<file path="config.mk">
export PLATFORM = sky130hd
export DESIGN_NAME = duck_sprite_sequencer
export DESIGN_NICKNAME = d
export VERILOG_FILES = /design/src/rtl/duck_pkg.sv /design/src/rtl/duck_offset_rom.sv /design/src/rtl/duck_sprite_sequencer.sv
export SDC_FILE = /design/constraint.sdc
export NUM_CORES = 1
export LEC_CHECK = 0
export BUFFER_PORTS_ARGS = -buffer_cell sky130_fd_sc_hd__buf_2
export CAP_MARGIN = 40
export CORE_MARGIN = 2
export CORE_UTILIZATION = 57
export CTS_CLUSTER_SIZE = 14
export DETAILED_ROUTE_END_ITERATION = 6
export PLACE_DENSITY = 0.8
export SLEW_MARGIN = 15
export SYNTH_ARGS = -nofsm -noshare
export SYNTH_HDL_FRONTEND = slang
export SYNTH_SLANG_ARGS = --single-unit
</file>
<file path="constraint.sdc">
create_clock -name clock -period 4 [get_ports clock]
set_input_delay 0.2 -clock clock [delete_from_list [all_inputs] [get_ports clock]]
set_output_delay 0.2 -clock clock [all_outputs]
set_load 0.005 [all_outputs]
</file>
<file path="src/rtl/duck_pkg.sv">
// Shared definitions for the duck sprite sequencer: sprite shape table and FSM state encoding.
package duck_pkg;

    localparam int         SPRITE_PIXELS = 13;
    localparam logic [3:0] LAST_INDEX    = 4'(SPRITE_PIXELS - 1);

    typedef enum logic [1:0] {
        ST_IDLE  = 2'd0,
        ST_ERASE = 2'd1,
        ST_MOVE  = 2'd2,
        ST_DRAW  = 2'd3
    } state_e;

    // Entries 13..15 are padding so any 4-bit index stays inside the table.
    localparam logic signed [3:0] SPRITE_DX [16] = '{
        4'sd0, 4'sd0, -4'sd1, -4'sd2, -4'sd3, -4'sd4, -4'sd5, -4'sd3,
        -4'sd3, -4'sd4, -4'sd4, -4'sd5, -4'sd5, 4'sd0, 4'sd0, 4'sd0
    };

    localparam logic signed [3:0] SPRITE_DY [16] = '{
        4'sd0, 4'sd1, 4'sd0, 4'sd0, 4'sd0, 4'sd0, 4'sd0, 4'sd1,
        -4'sd1, 4'sd2, -4'sd2, 4'sd3, -4'sd3, 4'sd0, 4'sd0, 4'sd0
    };

endpackage

</file>
<file path="src/rtl/duck_offset_rom.sv">
// Combinational lookup of the signed (dx,dy) offset of one sprite pixel from the anchor.
module duck_offset_rom
    import duck_pkg::*;
(
    input  logic [3:0]        idx_i,
    output logic signed [3:0] dx_o,
    output logic signed [3:0] dy_o
);

    assign dx_o = SPRITE_DX[idx_i];
    assign dy_o = SPRITE_DY[idx_i];

endmodule

</file>
<file path="src/rtl/duck_sprite_sequencer.sv">
// Per-frame erase/move/draw sequencer that streams duck sprite pixels to a VGA adapter.
// state | meaning: IDLE wait tick | ERASE 13 BG pixels | MOVE step anchor | DRAW 13 FG pixels
module duck_sprite_sequencer
    import duck_pkg::*;
#(
    parameter int unsigned X_MAX     = 159,
    parameter int unsigned Y_MAX     = 119,
    parameter logic [2:0]  FG_COLOUR = 3'b111,
    parameter logic [2:0]  BG_COLOUR = 3'b000
) (
    input  logic       clock,
    input  logic       reset,
    input  logic       frame_tick,
    input  logic [6:0] start_y,
    output logic [7:0] vga_x,
    output logic [6:0] vga_y,
    output logic [2:0] vga_colour,
    output logic       vga_plot,
    output logic       busy,
    output logic [7:0] duck_x,
    output logic       wrapped,
    output logic       overrun
);

    localparam logic [7:0]        X_LAST = 8'(X_MAX);
    localparam logic signed [8:0] X_LIM  = 9'(X_MAX);
    localparam logic signed [8:0] Y_LIM  = 9'(Y_MAX);

    state_e            state_q, state_d;
    logic [3:0]        idx_q, idx_d;
    logic              drawn_q, drawn_d;
    logic [7:0]        duck_x_q, duck_x_d;
    logic [6:0]        duck_y_q, duck_y_d;
    logic              y_loaded_q;
    logic [7:0]        vga_x_q, vga_x_d;
    logic [6:0]        vga_y_q, vga_y_d;
    logic [2:0]        vga_colour_q, vga_colour_d;
    logic              vga_plot_q, vga_plot_d;

    logic [6:0]        anchor_y;
    logic signed [3:0] dx, dy;
    logic signed [8:0] px_x, px_y;
    logic              px_visible;

    duck_offset_rom u_offset_rom (
        .idx_i (idx_q),
        .dx_o  (dx),
        .dy_o  (dy)
    );

    // Until the first edge after reset release the row anchor follows start_y directly.
    assign anchor_y   = y_loaded_q ? duck_y_q : start_y;
    assign px_x       = $signed({1'b0, duck_x_q}) + $signed({{5{dx[3]}}, dx});
    assign px_y       = $signed({2'b00, anchor_y}) + $signed({{5{dy[3]}}, dy});
    assign px_visible = !px_x[8] && (px_x <= X_LIM) && !px_y[8] && (px_y <= Y_LIM);

    always_comb begin
        state_d      = state_q;
        idx_d        = idx_q;
        drawn_d      = drawn_q;
        duck_x_d     = duck_x_q;
        duck_y_d     = anchor_y;
        vga_x_d      = vga_x_q;
        vga_y_d      = vga_y_q;
        vga_colour_d = vga_colour_q;
        vga_plot_d   = 1'b0;
        case (state_q)
            ST_IDLE: begin
                if (frame_tick) begin
                    idx_d   = '0;
                    state_d = drawn_q ? ST_ERASE : ST_DRAW;
                end
            end
            ST_ERASE, ST_DRAW: begin
                vga_x_d      = px_x[7:0];
                vga_y_d      = px_y[6:0];
                vga_colour_d = (state_q == ST_ERASE) ? BG_COLOUR : FG_COLOUR;
                vga_plot_d   = px_visible;
                if (idx_q == LAST_INDEX) begin
                    idx_d = '0;
                    if (state_q == ST_ERASE) begin
                        state_d = ST_MOVE;
                    end else begin
                        state_d = ST_IDLE;
                        drawn_d = 1'b1;
                    end
                end else begin
                    idx_d = idx_q + 4'd1;
                end
            end
            ST_MOVE: begin
                state_d = ST_DRAW;
                if (duck_x_q == X_LAST) begin
                    duck_x_d = '0;
                    duck_y_d = start_y;
                end else begin
                    duck_x_d = duck_x_q + 8'd1;
                end
            end
            default: state_d = ST_IDLE;
        endcase
    end

    always_ff @(posedge clock or negedge reset) begin
        if (!reset) begin
            state_q      <= ST_IDLE;
            idx_q        <= '0;
            drawn_q      <= 1'b0;
            duck_x_q     <= '0;
            duck_y_q     <= '0;
            y_loaded_q   <= 1'b0;
            vga_x_q      <= '0;
            vga_y_q      <= '0;
            vga_colour_q <= BG_COLOUR;
            vga_plot_q   <= 1'b0;
        end else begin
            state_q      <= state_d;
            idx_q        <= idx_d;
            drawn_q      <= drawn_d;
            duck_x_q     <= duck_x_d;
            duck_y_q     <= duck_y_d;
            y_loaded_q   <= 1'b1;
            vga_x_q      <= vga_x_d;
            vga_y_q      <= vga_y_d;
            vga_colour_q <= vga_colour_d;
            vga_plot_q   <= vga_plot_d;
        end
    end

    assign vga_x      = vga_x_q;
    assign vga_y      = vga_y_q;
    assign vga_colour = vga_colour_q;
    assign vga_plot   = vga_plot_q;
    assign duck_x     = duck_x_q;
    assign busy       = (state_q != ST_IDLE);
    assign overrun    = frame_tick && busy;
    assign wrapped    = (state_q == ST_MOVE) && (duck_x_q == X_LAST);

endmodule
</file>
==> impl_results.md <==
- Outcome: complete, no violations
- Met1 usage: 0.2763
- Clock transition at path regs: 0.08 ns
- Setup Buffers After CTS: 0
- Hold_sp: start_y[1]
- Cts bufs inserted: 5
- CP required: 4.24 ns
- Final Power: 2.507 mW
- Synthesized flop and latch total: 40
- Total number of vias: 2019
- Clock Skews: 0.008763 ns
- Commonest non-fill, non-tap cell in the layout: dfrtp_1
- Synth Area in Compound Gates: 0.1451
- Worst-Margin Slew: 0.6902 ns
- Die Height: 72.04 um
- Initial antenna violation count: 0
- Vias/cell: 5.640
- Setup ws final: 0.5549 ns
- IO Port Bufs: 39
- F_max: 290.3 MHz
- Setup TNS: 0 ns
- Power Dens Cells: 832.0 nW/um2
- LEAKAGE: 1.461 nW
- Min Hold Slack: 0.1517 ns
- Period utilization: 0.8613
- Clock Tree Buf Depth: 2
- Met2 global-route usage: 0.3632
- Dpl ws: 0.5316 ns
- Buf+Inv Stages, Crit Path: 2
- Hold Path Sink: duck_y_q[1]$_DFF_PN0_
- DRT antenna net count: 0
- Sink Count: 40
- Pins Over Slew Limit: 0
- Routed len/inst: 14.42 um
- Number of global-route vias before repair: 1954
- Pin count of the biggest net entering global routing: 28
- CP cell instances: inv_1, ha_1, o311ai_0, inv_1, ha_1, a211oi_2, o31ai_4, a21oi_2, or3_1, a221oi_1, and3_1
- Kind of critical path: reg -> reg
- RSZ-0062 raised after global routing: false
- Root buf cell: clkbuf_8
- Global route total overflow: 0
- EDFF count, synth: 0
- DPL Wire Length: 3915 um
- Cell Area, Synth: 2639 um2
- Fin area: 3013 um2
- Antenna Cells: 0
- Placed instance count: 349
- Delay of the slowest cell on the worst path: 0.51 ns
- Dominant synthesized flop cell: dfrtp_1
- CTS-repair resized insts: 0
- Synth Area in Simple Gates: 0.1209
- Routed WL: 5164 um
- Post-synth cell types: 45
- Post-route DRC: 0
- Clk Latency, worst-skew pair: 0.30 ns
- Maximum vdd drop: 0.4718 mV
- Mux cell area share after synthesis: 0.1019
- Hold crit path type: in -> reg
- Most Crowded Layer GR: met2
- DRT iter0 DRCs: 124
- Ys Warns: 0
- Max-cap viol count: 0
- Commonest non-fill, non-tap cells in the layout: dfrtp_1, buf_2, ha_1
- Synthesized area per cell: 9.958 um2
- Worst setup EP type: flip-flop
- Final Non-Filler Cells: 358
- H-tree Lvls: 2
- # rows: 24
- Area growth syn-to-layout: 14.18%
- Worst R2R End: vga_plot$_DFF_PN0_
- Num ports: 40
- Critical Path AT: 3.69 ns
- Syn nets: 306
- Overall Global Routing Usage: 0.2171
- GR Util met3: 0.04722
- Setup violators final: 0
- CP Max Fanout: 8
- Post-Synthesis Cells: 265
- Largest family of logic cells by synthesized area: adder cells
- Register area share after synthesis: 0.3793
- CORE AREA: 4414 um2
- Crit-path slowest cell: o311ai_0
- Initial core utilization: 0.5978
- Worst R2R Setup Slack: 0.55 ns
- Full die area: 5190 um2
- Min Tclk post-route: 3.445 ns
- Post-Synth XOR/XNOR Area: 0.06306
- Async SR Flop Fraction: 1.000
- Final hold viol count: 0
- CP top delay family: compound AO/OA/AOI/OAI gates
- Dpl cell area: 2895 um2
- Hold-critical path depth: 2
- Final Core Density: 0.6825
- Worst Setup Start Kind: flip-flop
- Synth Area in Adders: 0.1527
- Die width: 72.04 um
- Share of post-route cells with drive strength above 1: 0.2451
- Detailed Routing Iterations Pass 1: 4
- Nets: 346
- Cell count of the worst reg-to-reg path: 11
- CTS tree: done
- RePlAce Congestion: 0.8708
- Slew headroom: 0.5377
- Worst r2r src: idx_q[0]$_DFFE_PN0P_
- First-pass GRT wire length: 8825 um
## how the worst max path moves through the flow
stage	start	end	slack, ns	depth (start not counted)
6_report	idx_q[0]$_DFFE_PN0P_	vga_plot$_DFF_PN0_	0.55	11
5_1_grt	idx_q[0]$_DFFE_PN0P_	vga_plot$_DFF_PN0_	0.24	14
4_1_cts	idx_q[0]$_DFFE_PN0P_	vga_plot$_DFF_PN0_	0.52	11
3_5_place_dp	idx_q[0]$_DFFE_PN0P_	vga_plot$_DFF_PN0_	0.53	11
3_3_place_gp	idx_q[0]$_DFFE_PN0P_	vga_plot$_DFF_PN0_	0.70	11
2_1_floorplan	idx_q[0]$_DFFE_PN0P_	vga_plot$_DFF_PN0_	0.96	11
## cells by family after synthesis
logic type | Yosys count
xor gates and xnor gates | 19
other | 1
AOI/OAI and AO/OA | 57
muxes | 23
adders and majority gates | 31
buffers and inverters | 23
DFF | 40
and+or+nand+nor | 71
## flip-flops by register name, indices dropped and copies added, names as in the netlist
signal / flops
drawn_q: 1
duck_x: 8
duck_y_q: 7
idx_q: 4
state_q: 2
vga_colour: 1
vga_plot: 1
vga_x: 8
vga_y: 7
y_loaded_q: 1
## Yosys cell counts, types with 2 or more instances
| master | instances | area share |
|---|---|---|
| nor4_1 | 2 | 0.0047 |
| ha_1 | 29 | 0.14 |
| o21bai_1 | 2 | 0.0057 |
| nor3_1 | 5 | 0.0095 |
| o21a_1 | 3 | 0.0085 |
| a211oi_1 | 3 | 0.0085 |
| o21ai_0 | 20 | 0.038 |
| inv_1 | 14 | 0.020 |
| xnor2_1 | 14 | 0.046 |
| a31oi_1 | 3 | 0.0071 |
| nand3_1 | 8 | 0.015 |
| mux2_2 | 21 | 0.090 |
| clkbuf_1 | 7 | 0.010 |
| buf_4 | 2 | 0.0057 |
| dfrtp_1 | 40 | 0.38 |
| nand2b_1 | 2 | 0.0047 |
| and3_1 | 2 | 0.0047 |
| xor2_1 | 5 | 0.017 |
| nor2b_1 | 4 | 0.0095 |
| a21o_1 | 3 | 0.0085 |
| a21oi_1 | 9 | 0.017 |
| nor2_1 | 23 | 0.033 |
| fa_1 | 2 | 0.015 |
| nand2_1 | 21 | 0.030 |
## worst register-to-register path, cell delays in order, from the launching register on
cell	delay [ns]
dfrtp_1	0.50
inv_1	0.17
ha_1	0.24
o311ai_0	0.51
inv_1	0.27
ha_1	0.43
a211oi_2	0.12
o31ai_4	0.31
a21oi_2	0.09
or3_1	0.30
a221oi_1	0.27
and3_1	0.18
## what timing repair did
item,CTS,global route
hold endpoints to repair,19,0
hold buffers,1,0
setup endpoints to repair,0,0
## where the power goes
group          total (mW)  switching [mW]  internal [mW]
registers           0.720           0.152          0.567
logic                1.46           0.763          0.698
clock network       0.327           0.142          0.185
total                2.51            1.06           1.45
## area by class of cell
class,count,area (um2)
fillers,348,1401
clock buffers,6,72.57
inverters,14,52.55
flip-flops and latches,40,1001
repair buffers,42,240.2
multi-input cells,202,1546
well taps,52,65.06
clock inverters,2,35.03
## metal layers
layer	up-vias	wire [um]
met3	12	173
li1	1002	-
met1	969	2283
met4	0	132
met5	-	0
met2	36	2575
Note: power is estimated with default switching activity, not from simulation.
